## config.mk

```make
export PLATFORM = sky130hd
export DESIGN_NAME = switch_reg_writer
export DESIGN_NICKNAME = d
export VERILOG_FILES = /design/src/rtl/switch_reg_writer_pkg.sv /design/src/rtl/btn_debounce.sv /design/src/rtl/switch_reg_writer.sv
export SDC_FILE = /design/constraint.sdc
export NUM_CORES = 1
export LEC_CHECK = 0
export CELL_PAD_IN_SITES_DETAIL_PLACEMENT = 0
export CELL_PAD_IN_SITES_GLOBAL_PLACEMENT = 1
export CORE_MARGIN = 2
export CORE_UTILIZATION = 45
export DETAILED_ROUTE_END_ITERATION = 8
export MAX_ROUTING_LAYER = met4
export PLACE_DENSITY = 0.74
export SYNTH_ARGS = -nofsm -noshare
export SYNTH_HDL_FRONTEND = slang
export SYNTH_SLANG_ARGS = --single-unit
```

## constraint.sdc

```tcl
create_clock -name clk -period 2.2 [get_ports clk]
set_input_delay 0.44 -clock clk [delete_from_list [all_inputs] [get_ports clk]]
set_output_delay 0.44 -clock clk [all_outputs]
set_load 0.1 [all_outputs]
```

## src/rtl/switch_reg_writer_pkg.sv

```systemverilog
// Shared definitions for the switch-driven register bank (writer side) and
// the LED readout path: default widths, entry reset values and the button
// FSM state encoding.
package switch_reg_writer_pkg;

  localparam int DATA_W_DEF = 8;
  localparam int ADDR_W_DEF = 3;

  localparam logic [7:0] INIT0_DEF = 8'b10011001;
  localparam logic [7:0] INIT1_DEF = 8'b01100110;

  typedef enum logic [1:0] {
    IDLE    = 2'd0,
    PRESS   = 2'd1,
    WRITE   = 2'd2,
    RELEASE = 2'd3
  } state_t;

endpackage

```

## src/rtl/btn_debounce.sv

```systemverilog
// Write-button conditioner: 2-flop synchronizer, debounce counter and the
// IDLE/PRESS/WRITE/RELEASE state machine.
// Ports:
//   clk, rst_n   - clock, asynchronous active-low reset
//   btn          - raw push-button (asynchronous, bouncy, active-high)
//   press_pulse  - high for exactly one cycle (the WRITE state) per press
//   state        - current FSM state (registered)
module btn_debounce
  import switch_reg_writer_pkg::*;
#(
  parameter int DEBOUNCE_CYCLES = 50000
) (
  input  logic   clk,
  input  logic   rst_n,
  input  logic   btn,
  output logic   press_pulse,
  output state_t state
);

  localparam int CNT_W = $clog2(DEBOUNCE_CYCLES) + 1;
  localparam logic [CNT_W-1:0] CNT_MAX = CNT_W'(DEBOUNCE_CYCLES - 1);

  logic [1:0]       btn_sync;
  logic             btn_s;
  logic [CNT_W-1:0] cnt;

  assign btn_s = btn_sync[1];

  // Counter only ever advances up to CNT_MAX, where the FSM leaves the
  // state, so it cannot wrap.
  always_ff @(posedge clk or negedge rst_n) begin
    if (!rst_n) begin
      btn_sync <= '0;
      state    <= IDLE;
      cnt      <= '0;
    end else begin
      btn_sync <= {btn_sync[0], btn};
      case (state)
        IDLE: begin
          cnt <= '0;
          if (btn_s) begin
            state <= PRESS;
            cnt   <= CNT_W'(1);
          end
        end
        PRESS: begin
          if (!btn_s) begin
            state <= IDLE;
            cnt   <= '0;
          end else if (cnt == CNT_MAX) begin
            state <= WRITE;
          end else begin
            cnt <= cnt + 1'b1;
          end
        end
        WRITE: begin
          state <= RELEASE;
          cnt   <= '0;
        end
        RELEASE: begin
          // Any high sample restarts the release window, so bounce on the
          // way up cannot retrigger a write.
          if (btn_s) begin
            cnt <= '0;
          end else if (cnt == CNT_MAX) begin
            state <= IDLE;
            cnt   <= '0;
          end else begin
            cnt <= cnt + 1'b1;
          end
        end
        default: begin
          state <= IDLE;
          cnt   <= '0;
        end
      endcase
    end
  end

  assign press_pulse = (state == WRITE);

endmodule

```

## src/rtl/switch_reg_writer.sv

```systemverilog
// Switch-loaded register bank: each debounced press of btn_wr writes the
// data switches into the entry selected by the address switches. A
// combinational read port serves the LED display path.
// Ports:
//   clk, rst_n - clock, asynchronous active-low reset
//   switch     - write address switches (asynchronous)
//   data_sw    - write data switches (asynchronous)
//   btn_wr     - write push-button (asynchronous, bouncy, active-high)
//   rd_addr    - read select
//   rd_data    - bank[rd_addr], combinational
//   wr_done    - one-cycle pulse after each committed write
//   busy       - high whenever the button FSM is not idle
module switch_reg_writer
  import switch_reg_writer_pkg::*;
#(
  parameter int               DEBOUNCE_CYCLES = 50000,
  parameter int               DATA_W          = DATA_W_DEF,
  parameter int               ADDR_W          = ADDR_W_DEF,
  parameter logic [DATA_W-1:0] INIT0          = DATA_W'(INIT0_DEF),
  parameter logic [DATA_W-1:0] INIT1          = DATA_W'(INIT1_DEF)
) (
  input  logic              clk,
  input  logic              rst_n,
  input  logic [ADDR_W-1:0] switch,
  input  logic [DATA_W-1:0] data_sw,
  input  logic              btn_wr,
  input  logic [ADDR_W-1:0] rd_addr,
  output logic [DATA_W-1:0] rd_data,
  output logic              wr_done,
  output logic              busy
);

  localparam int DEPTH = 2 ** ADDR_W;

  logic [ADDR_W-1:0] addr_sync0, addr_s;
  logic [DATA_W-1:0] data_sync0, data_s;
  logic [DATA_W-1:0] bank [DEPTH];
  logic              press_pulse;
  state_t            state;

  btn_debounce #(
    .DEBOUNCE_CYCLES(DEBOUNCE_CYCLES)
  ) u_debounce (
    .clk        (clk),
    .rst_n      (rst_n),
    .btn        (btn_wr),
    .press_pulse(press_pulse),
    .state      (state)
  );

  always_ff @(posedge clk or negedge rst_n) begin
    if (!rst_n) begin
      addr_sync0 <= '0;
      addr_s     <= '0;
      data_sync0 <= '0;
      data_s     <= '0;
    end else begin
      addr_sync0 <= switch;
      addr_s     <= addr_sync0;
      data_sync0 <= data_sw;
      data_s     <= data_sync0;
    end
  end

  // Address/data are taken only on the edge leaving WRITE; switch
  // movement at any other time has no effect on the bank.
  always_ff @(posedge clk or negedge rst_n) begin
    if (!rst_n) begin
      for (int i = 0; i < DEPTH; i++) begin
        bank[i] <= (i == 0) ? INIT0 : (i == 1) ? INIT1 : '0;
      end
      wr_done <= 1'b0;
    end else begin
      if (press_pulse) begin
        bank[addr_s] <= data_s;
      end
      wr_done <= press_pulse;
    end
  end

  // No write bypass: a read of the entry being written shows the old value
  // during WRITE and the new one from the wr_done cycle onward.
  assign rd_data = bank[rd_addr];
  assign busy    = (state != IDLE);

endmodule

```

=== Word level (Yosys, flattened, before mapping) ===
Cells that the tools add are included.

* Register bits after elaboration: 108
* Output and inout port bits: 10
* Bits of input ports: 17
* Word-level logic and storage cells: 53

* Add/sub/neg operators: 1
* Magnitude comparators: 3
* Reduce and logical (&&, ||, !) cells: 4
* Eq/ne operators: 9
* Mux-type cells: 18
* Bitwise gates (word level): 2

{| class="wikitable"
|+ Operator list
! cell !! count
|-
| 17-bit two-way mux || 4
|-
| 17-bit case mux with 4 select lines || 1
|-
| 64-bit bitwise mux || 1
|-
| 8-bit binary-select mux with 3-bit select || 1
|-
| 8-bit demux with 3-bit select || 1
|-
| 8-bit two-way mux || 3
|-
| 17-bit by 1-bit adder with 17-bit output, second input constant || 1
|-
| 17-bit by 16-bit == test with 1-bit output, second input constant || 1
|-
| 2-bit two-way mux || 5
|-
| 4-bit >= comparator, second input constant || 2
|-
| 3-bit inverter with 4-bit output || 2
|-
| 2-bit case mux with 4 select lines || 1
|-
| 3-bit != test, second input constant || 2
|-
| 2-bit == test, second input constant || 2
|-
| 4-bit by 1-bit < comparator with 1-bit output, second input constant || 1
|-
| 2-bit by 1-bit != test with 1-bit output, second input constant || 2
|-
| 4-bit AND reduction || 1
|-
| 2-bit by 1-bit == test with 1-bit output, second input constant || 1
|-
| 2-bit zero test || 1
|-
| 2-bit != test, second input constant || 1
|-
| 2-bit nonzero test || 1
|-
| 1-bit logical AND || 1
|-
| 1-bit two-way mux || 1
|}

=== Longest topological paths before layout ===
Gate-level depths: netlist of the first run.

* Depth after elaboration: 6
* Mapped depth: 6
* Depth with buffers taken out: 5

=== Cells and area by module ===
Synthesis of the first run repeated with hierarchy kept, for this count alone.

* Cell total of the unflattened synthesis: 307
* Area, all modules: 4759.6 sq um

{| class="wikitable"
|+ By module, submodules not included
! module !! times used !! cells an instance !! seq. area each (sq um) !! area each (sq um)
|-
| switch_reg_writer || 1 || 196 || 2187.1 || 3584.7
|-
| btn_debounce || 1 || 111 || 525.5 || 1174.9
|}

=== Worst setup path after synthesis of the first run ===
No wires, ideal clock.

* Kind: input-to-output
* Start point: input port rd_addr[0]
* End point: output port rd_data[0]
* Arrival: 1970 ps
* Setup slack: -210 ps
* Data required time: 1760 ps
* Buffers on the path: 2
* Stages on the path: 4
* Cells stage by stage: buf_2 buf_2 mux4_2 mux2_2

* Word-level cells in the longest chain between the ends: 4

{| class="wikitable"
|+ Ends and longest elaborated chain
! item !! RTL line !! source
|-
| start, declared || switch_reg_writer.sv:27 || <nowiki>input logic [ADDR_W-1:0] rd_addr,</nowiki>
|-
| 3-bit inverter with 4-bit output (implied by the code) || switch_reg_writer.sv:83 || <nowiki>assign rd_data = bank[rd_addr];</nowiki>
|-
| 8-bit binary-select mux with 3-bit select || switch_reg_writer.sv:83 ||
|-
| 8-bit two-way mux (implied by the code) (2 in a row) || switch_reg_writer.sv:83 ||
|-
| end, declared || switch_reg_writer.sv:28 || <nowiki>output logic [DATA_W-1:0] rd_data,</nowiki>
|}

No other way between the ends. The select of a mux whose other input is x is not followed.

=== Final worst setup path of the first run ===
* Start point: input port rd_addr[0]
* End point: output port rd_data[2]

The elaborated chain is that of the path after synthesis.

==> results of run 1 <==
## area by class of cell
class | instances | area (µm²)
clock inverters | 6 | 38.8
inverters | 3 | 11.3
well taps | 136 | 170
clock buffers | 10 | 128
fillers | 846 | 4670
flip-flops and latches | 108 | 2710
multi-input cells | 194 | 1920
repair buffers | 45 | 576
## layer usage
metal,share of wire (%),up-vias
li1,-,1270
met1,45,1428
met2,50,38
met3,3.4,12
met4,1.5,0
met5,0,-
## power by group through the flow
stage	Clock [mW]	Sequential, mW	Combinational (mW)
floorplan	0	2.07	0.0660
global placement	0	2.08	0.157
detailed placement	0	2.08	0.158
CTS	1.11	2.04	0.173
global route	1.20	2.05	0.184
finish	1.07	2.04	0.167
## how the worst max path moves through the flow
stage | from | to | slack, ns | cells after the start
6_report | rd_addr[0] | rd_data[2] | 0.04 | 5
5_1_grt | bank[37]$_DFFE_PN0P_ | rd_data[5] | 0.002 | 3
2_1_floorplan | rd_addr[0] | rd_data[5] | 0.006 | 4
4_1_cts | rd_addr[0] | rd_data[2] | 0.01 | 5
3_3_place_gp | rd_addr[0] | rd_data[2] | -0.39 | 5
3_5_place_dp | rd_addr[0] | rd_data[2] | -0.39 | 5
## state kept, by name, summed over array words and instances, names as in the netlist, named ones only
| signal | count |
|---|---|
| wr_done | 1 |
| data_sync0 | 8 |
| addr_s | 3 |
| addr_sync0 | 3 |
| u_debounce.state | 1 |
| u_debounce.cnt | 17 |
| u_debounce.btn_sync | 2 |
| bank | 64 |
| data_s | 8 |
## cell usage after synthesis (all sizes together) (2+ instances only)
master | number | area, µm²
dfrtp | 100 | 2500
mux2 | 73 | 822
mux4 | 16 | 360
a211oi | 12 | 90.1
nand2 | 12 | 45.0
buf | 10 | 53.8
nor2 | 9 | 36.3
dfstp | 8 | 210
nand3 | 8 | 40.0
clkbuf | 6 | 23.8
nand4 | 6 | 37.5
xnor2 | 6 | 52.6
nor3 | 5 | 25.0
a21oi | 4 | 20.0
o21ai | 4 | 20.0
xor2 | 4 | 35.0
and3 | 3 | 18.8
inv | 3 | 11.3
nand3b | 3 | 22.5
nor2b | 3 | 18.8
nor4 | 3 | 18.8
or2 | 3 | 21.3
a2111oi | 2 | 23.8
a21boi | 2 | 15.0
nor3b | 2 | 37.5
or4 | 2 | 15.0
## through the flow
step	cells	hold slack, ns	cell area [µm²]	utilization, %	worst slack (ns)
floorplan	321	0.144	4720	-	0.00560
global route	502	0.0164	5560	54.3	0.00153
detailed placement	484	0.335	5330	52.1	-0.389
global placement	484	0.332	5330	52.1	-0.387
finish	502	0.00924	5560	54.3	0.0407
CTS	502	0.00601	5550	54.3	0.0127
## critical path: stages
cell and delay (ns):
clkbuf_4 0.15, buf_12 0.15, mux4_2 0.49, mux2_4 0.30, buf_12 0.17
## kinds of logic after synthesis
group	Yosys count
compound gates	29
xor+xnor	10
fa+ha+maj	1
buf+inv	19
flops	108
mux	89
simple gates	65
## timing repair
action | 4_1_cts | 5_1_grt
endpoints found under the setup margin | 8 | 8
endpoints found under the hold margin | 0 | 0
resized for setup | 8 | 3
gates cloned | 2 | 0
==> metrics, run 1 <==
status finished clean; post-route ant nets 0; first-pass GRT wire length 15,100 µm; TritonCTS clock tree built; Data arrival, critical path 1.72 ns; Mean Syn Cell Area ~15 µm²; PD cells 589 mW/mm²; vias in the first global route roughly 2,900; drt drc 0; fin. max-slew vios 0; GRT busiest layer met2; Ant. Diodes 0; met2 Use GR 27.9%; Synth Area in Compound Gates between 4 and 5%; vias per cell 5.47; clock latency on the worst-skew pair 0.36 ns; commonest cells after routing, fill and taps aside dfrtp_1, mux2_2, mux4_2, buf_4; Critical Path Fanout Max 8; EDFF count, synth 0; CP Launch Type input pin; DIE AREA 0.0112 mm²; drt first pass iters 4; initial core utilization ~46%; main combinational cell family by area after synthesis multiplexers; met3 usage 3.56%; Reg-to-Reg End u_debounce.cnt[3]$_DFFE_PN0P_; #FFs+latches synth approximately 110; Final Hold Viols 0; setup slack, reg-to-reg roughly 0.28 ns; Final Critical Period around 2.2 ns; Worst EP required 1.76 ns; clock slew at reported path FFs 0.10 ns; Critical R2R Launch u_debounce.cnt[0]$_DFFE_PN0P_; routability cong. 0.812; worst-case vdd ir drop 0.000275 V; Routed WL roughly 8900 µm; IO Count 27; Layout area overhead 18.6%; Post-Synthesis Cells 321; Slew headroom 63.5%; Worst Skew 0.0180 ns; DIE HEIGHT 106 µm; commonest non-fill, non-tap cell in the layout dfrtp_1; leakage 2.47 nW; Post-Syn Area 0.00469 mm²; H-tree levels 3; ys flop type dfrtp_1; Yosys warning count 0; Clock Path Buffers 2; mux share of post-synthesis cell area 25.2%; largest net degree at the start of global routing between 40 and 50; Post-CTS Hold Buffers 0; Setup CP Type input pin to primary output; GR Overflow Total 0; Setup-failing EPs final 0; critical path capture point type primary output; switching part of the total about a quarter; switching power 0.775 mW; Row Count 37; fmax between 400 and 500 MHz; Worst Tran Pin Value ~0.55 ns; Setup TNS Final 0 ns; vias after detailed routing 2,748; Port-buffer cells 26; initial antenna violation count 0; post-synthesis adder-cell area fraction 0.267%; DP HPWL 5780 µm; period utilization 98.1%; Flop pwr share 62.3%; RSZ-0062 raised after global routing no; syn_nets 339; R2R cell count 5; xor/xnor share of the synthesized area 1.87%; Die W 106 µm; routed length per instance around 18 µm; iteration-0 DRC count of the detailed router 94; clk sink count 108; Hold Path Class input pin to async pin; internal power 2.50 mW; library cells used by synthesis 44; combinational cell fraction of total power just over 5%; Tot Pwr about 3.3 mW; Total GRT Usage 18.0%; CTS root buf clkbuf_8; maxcap violations 0; clock share of power 32.5%; Simple-Gate Fraction of Synth Area 8.30%; clock buffer count from CTS 9; sequential share of the synthesized area 57.9%; Final #Nets 379; setup repair bufs after CTS 0; Synth async-reset ratio 100%; met1 usage between 20% and 30%; core area approximately 0.010 mm²; share of cells above drive strength 1 42.3%
(Power assumes the default switching activity.)
==> run 2: changes to the inputs <==
==> constraint.sdc (replaced) <==
create_clock -name clk -period 1.7 [get_ports clk]
set_input_delay 0.34 -clock clk [delete_from_list [all_inputs] [get_ports clk]]
set_output_delay 0.34 -clock clk [all_outputs]
set_load 0.1 [all_outputs]
==> metrics, run 2 (synthesis gave the netlist of run 1 again) <==
status finished, violations left; failing checks negative hold slack, negative setup slack; Crit path largest cell delay 0.47 ns (-0.02 ns); fillers 783 (-7.4%); initial antenna violation count 0 (unchanged); initial core utilization 45.8% (unchanged); DP HPWL 6100 µm (+5.5%); Ant. Diodes 0 (unchanged); Regs by FF count bank (64), u_debounce.cnt (17); Layout area overhead 29.7%; DIE AREA 0.0112 mm² (unchanged); Setup-failing EPs final 10 (+10); met1 WL 4550 µm (+13%); switching part of the total 22.0% (-1.6 points); Critical Path Fanout Max 2 (-6); first-pass GRT wire length 16,500 µm (+9.6%); clock latency on the worst-skew pair 0.37 ns (about the same); Clock Path Buffers 2 (unchanged); setup slack, reg-to-reg -0.06 ns (-0.34 ns); Final Hold Viols 1 (+1); vias in the first global route 3,187 (+11%); CP Launch Type flip-flop; routability cong. 0.893 (+10%); RSZ-0062 raised after global routing yes; DP Worst Slack -0.690 ns (-0.302 ns); GR Overflow Total 0 (unchanged); iteration-0 DRC count of the detailed router 120 (+28%); Data arrival, critical path 1.72 ns (about the same); crit path cell chain mux4_2 -> mux2_4 -> buf_12; Flop pwr share 58.2% (-4.1 points); post-route ant nets 0 (unchanged); drt drc 0 (unchanged); Tot Pwr 4.54 mW (+39%); IO Count 27 (unchanged); Port-buffer cells 26 (unchanged); maxcap violations 0 (unchanged); end-of-flow core utilization 59.4% (+5.1 points); DR top layer met4; Hold Path Class input pin to async pin; clock share of power 36.6% (+4.1 points); internal power 3.54 mW (+42%); drt first pass iters 4 (unchanged); Final Critical Period 2.06 ns; commonest non-fill, non-tap cell in the layout dfrtp_1; met2 routed WL 5000 µm (+13%); switching power 1.00 mW (+29%); Finished Layout Cells 539 (+7.4%); clock buffer count from CTS 9 (unchanged); Routed WL 10,100 µm (+13%); leakage 2.72 nW (+10%); core area 0.0102 mm² (unchanged); Final #Nets 417 (+10%); Worst Tran Pin Value 0.615 ns (+0.0679 ns); routed length per instance 18.6 µm (+5.2%); H-tree levels 3 (unchanged); period utilization 121%; max reg flops 64 (unchanged); combinational cell fraction of total power 5.2% (about the same); fmax 486 MHz; worst-case vdd ir drop 0.000460 V (+68%); critical path capture point type primary output; Worst Skew 0.00748 ns (-0.0105 ns); Biggest register bank; Final Worst Setup Slack -0.357 ns (-0.398 ns); met3 wire length 227 µm (-24%); Row Count 37 (unchanged); largest net degree at the start of global routing 109 (+130%); Total GRT Usage 19.8% (+1.8 points); vias per cell 5.48 (about the same); PD cells 746 mW/mm² (+27%); CTS root buf clkbuf_8; Worst path slowest cell mux4_2; clock slew at reported path FFs 0.10 ns (about the same); Worst EP required 1.36 ns (-0.40 ns); DIE HEIGHT 106 µm (unchanged); fin. max-slew vios 0 (unchanged); vias after detailed routing 2,953 (+7.5%); share of cells above drive strength 1 51.9% (+9.5 points); Die W 106 µm (unchanged); TritonCTS clock tree built; Setup CP Type flip-flop to primary output; Cells after DPL 507 (+4.8%); clk sink count 108 (unchanged); hold slack -0.000882 ns (-0.0101 ns); Slew headroom 59.0% (-4.5 points); commonest cells after routing, fill and taps aside dfrtp_1, mux2_2, buf_4, buf_12, mux4_2
==> run 2: metal layers <==
layer | vias up | track usage (%)
met3 | 22 | 3.62
met5 | - | -
li1 | 1351 | -
met4 | 0 | 8.65
met2 | 42 | 32.1
met1 | 1538 | 24.7
==> run 2: metrics by stage <==
| stage | TNS [ns] | area [µm²] |
|---|---|---|
| 2_1_floorplan | -0.900 | 4750 |
| 3_3_place_gp | -5.32 | 5560 |
| 3_5_place_dp | -5.81 | 5560 |
| 4_1_cts | -2.91 | 5930 |
| 5_1_grt | -3.64 | 6080 |
| 6_report | -2.80 | 6080 |
==> run 2: worst max-delay path, delay by kind of cell (launching register included) <==
family                 cells  cell delay [ns]
multiplexers               2             0.77
buffers and inverters      1             0.17
flip-flops                 1             0.41
==> run 2: area by class of cell <==
cell class / instances / area [µm²] / share of cell area [%]
clock buffer: 11 / 131 / 2.16
tap: 136 / 170 / 2.80
timing repair buffer: 82 / 921 / 15.2
clock inverter: 4 / 75.1 / 1.24
sequential: 108 / 2710 / 44.6
multi-input combinational: 195 / 2060 / 33.8
inverter: 3 / 11.3 / 0.185
==> run 2: power groups by stage <==
stage	registers (mW)	logic (mW)	clock network, mW
after floorplan	2.67	0.0930	0
after global placement	2.69	0.217	0
after detailed placement	2.69	0.220	0
after CTS	2.64	0.243	1.72
after global routing	2.65	0.261	1.82
final	2.64	0.238	1.66
==> run 2: worst paths after layout <==
| path | start | to | depth (start not counted) |
|---|---|---|---|
| hold / removal | rst_n | bank[19]$_DFFE_PN0P_ | 2 |
| max in group asynchronous | rst_n | bank[41]$_DFFE_PN0P_ | 2 |
| min in group clk | data_sync0[2]$_DFF_PN0_ | data_s[2]$_DFF_PN0_ | 0 |
| hold reg to reg | data_sync0[2]$_DFF_PN0_ | data_s[2]$_DFF_PN0_ | 0 |
| setup reg to reg | u_debounce.cnt[6]$_DFFE_PN0P_ | u_debounce.cnt[14]$_DFFE_PN0P_ | 5 |
| setup / recovery | bank[45]$_DFFE_PN0P_ | rd_data[5] | 3 |
==> run 2: what timing repair did <==
| action | CTS | global route |
|---|---|---|
| setup endpoints to repair | 42 | 48 |
| gates resized for setup | 24 | 22 |
| pin swaps | 2 | 6 |
| setup buffers | 6 | 7 |
| hold buffers | 0 | 0 |
| gates cloned | 4 | 0 |
| hold endpoints to repair | 0 | 0 |
==> run 3: changes to the inputs <==
--- a/config.mk
+++ b/config.mk
@@ -7,6 +7,7 @@
 export LEC_CHECK = 0
 export CELL_PAD_IN_SITES_DETAIL_PLACEMENT = 0
 export CELL_PAD_IN_SITES_GLOBAL_PLACEMENT = 1
+export CORE_ASPECT_RATIO = 0.6
 export CORE_MARGIN = 2
 export CORE_UTILIZATION = 45
 export DETAILED_ROUTE_END_ITERATION = 8
==> metrics, run 3 (synthesis gave the netlist of run 1 again) <==
commonest non-fill, non-tap cell in the layout dfrtp_1; Die W 136 µm (+28%); Layout area overhead 34.7%; post-route ant nets 0 (unchanged); DP Worst Slack -0.684 ns (+0.00567 ns); CTS root buf clkbuf_16; Tot Pwr 4.85 mW (+6.8%); CP Launch Type flip-flop; Final Worst Setup Slack -0.321 ns (+0.0357 ns); post-route cell area 0.00631 mm² (+3.9%); Worst Skew 0.00812 ns (+0.000644 ns); Ant. Diodes 0 (unchanged); failing checks negative setup slack; Critical Path Fanout Max 2 (unchanged); H-tree levels 3 (unchanged); maxcap violations 0 (unchanged); Hold Path Class flip-flop to flip-flop; fin. max-slew vios 0 (unchanged); DIE AREA 0.0113 mm² (+0.24%); crit path launch bank[33]$_DFFE_PN0P_; IO Count 27 (unchanged); Data arrival, critical path 1.68 ns (-0.04 ns); Worst Tran Pin Value 0.474 ns (-0.142 ns); TritonCTS clock tree built; initial core utilization 46.9% (+1.1 points); drt first pass iters 4 (unchanged); clock latency on the worst-skew pair 0.35 ns (-0.02 ns); first-pass GRT wire length 17,400 µm (+5.3%); PD cells 767 mW/mm² (+2.8%); status finished, violations left; vias in the first global route 3,135 (-1.6%); Setup-failing EPs final 12 (+2); initial antenna violation count 0 (unchanged); routability cong. 0.809 (-9.4%); fmax 495 MHz (+1.8%); DP HPWL 6780 µm (+11%); RSZ-0062 raised after global routing yes; Total GRT Usage 21.3% (+1.4 points); Regs by FF count bank (64), u_debounce.cnt (17); max reg flops 64 (unchanged); worst-case vdd ir drop 0.000489 V (+6.4%); GR Overflow Total 0 (unchanged); Hold Crit Start addr_sync0[0]$_DFF_PN0_; Final Hold Viols 0 (-1); leakage 2.82 nW (+3.6%); core area 0.00998 mm² (-2.4%); largest net degree at the start of global routing 47 (-57%); drt drc 0 (unchanged); routed length per instance 19.6 µm (+5.2%); Slew headroom 68.4% (+9.4 points); Placement Cell Area 0.00559 mm² (+0.56%); Routed WL 10,800 µm (+7.1%); Row Count 28 (-24%); vias per cell 5.48 (about the same); Multi-input gate area 0.00214 mm² (+4.2%); clk sink count 108 (unchanged); commonest cells after routing, fill and taps aside dfrtp_1, mux2_2, buf_4, mux4_2, buf_12; clock slew at reported path FFs 0.07 ns (-0.03 ns); Clock Path Buffers 2 (unchanged); Biggest register bank; share of cells above drive strength 1 57.2% (+5.4 points); critical path capture point type primary output; period utilization 119% (-2.1 points); Critical R2R Launch u_debounce.cnt[8]$_DFFE_PN0P_; iteration-0 DRC count of the detailed router 175 (+46%); Port-buffer cells 26 (unchanged); Final Critical Period 2.02 ns (-0.0357 ns); vias after detailed routing 3,010 (+1.9%); clock buffer count from CTS 9 (unchanged); DIE HEIGHT 83.1 µm (-22%); Worst EP required 1.36 ns (about the same); register area 0.00271 mm² (about the same); fillers 753 (-3.8%); Setup CP Type flip-flop to primary output; Final #Nets 427 (+2.4%)
run 3: per-stage QoR:
step,cells,util [%],hold WS [ns],TNS (ns)
after detailed placement,512,56.0,0.211,-5.79
after floorplan,321,-,0.0444,-0.900
after global placement,512,56.0,0.212,-5.33
final,549,63.2,0.351,-2.57
after global routing,549,63.2,0.356,-3.52
after CTS,540,61.5,0.352,-3.15
run 3: worst max-delay path: stages, from the launching register on:
cell	delay [ns]
dfrtp_1	0.38
mux4_2	0.48
mux2_4	0.30
buf_12	0.17
run 3: cell type report:
class                           instances  share of cell area [%]
Clock inverter                          7                   0.793
Clock buffer                            9                    3.57
Timing Repair Buffer                   92                    15.9
Tap cell                              135                    2.68
Multi-Input combinational cell        195                    33.9
Inverter                                3                   0.178
Sequential cell                       108                    43.0
run 3: what timing repair did:
item,in CTS,in global routing
setup buffers,7,9
setup endpoints to repair,32,51
gates resized for setup,42,26
endpoints found under the hold margin,9,0
gates cloned,4,0
hold buffers,1,0
pin swaps,18,12
run 3: final timing paths:
check	slack, ns	endpoint	cells past startpoint
setup / recovery	-0.32	rd_data[1]	3
hold / removal	0.35	addr_s[0]$_DFF_PN0_	0
hold reg to reg	0.35	addr_s[0]$_DFF_PN0_	0
min in group asynchronous	0.39	u_debounce.cnt[9]$_DFFE_PN0P_	2
max in group asynchronous	0.74	bank[53]$_DFFE_PN1P_	3
setup reg to reg	-0.06	u_debounce.cnt[3]$_DFFE_PN0P_	4
run 3: per-layer routing:
metal	vias to the layer above	share of wire (%)	GRT usage [%]
li1	1384	-	-
met1	1544	49	32.3
met2	73	44	28.9
met3	9	6.1	4.82
met4	0	0.83	5.21
met5	-	0	-
run 3: power breakdown:
group | total, mW | switching, mW | internal, mW
Combinational | 0.259 | 0.139 | 0.120
Clock | 1.95 | 0.947 | 0.999
Sequential | 2.64 | 0.0380 | 2.60
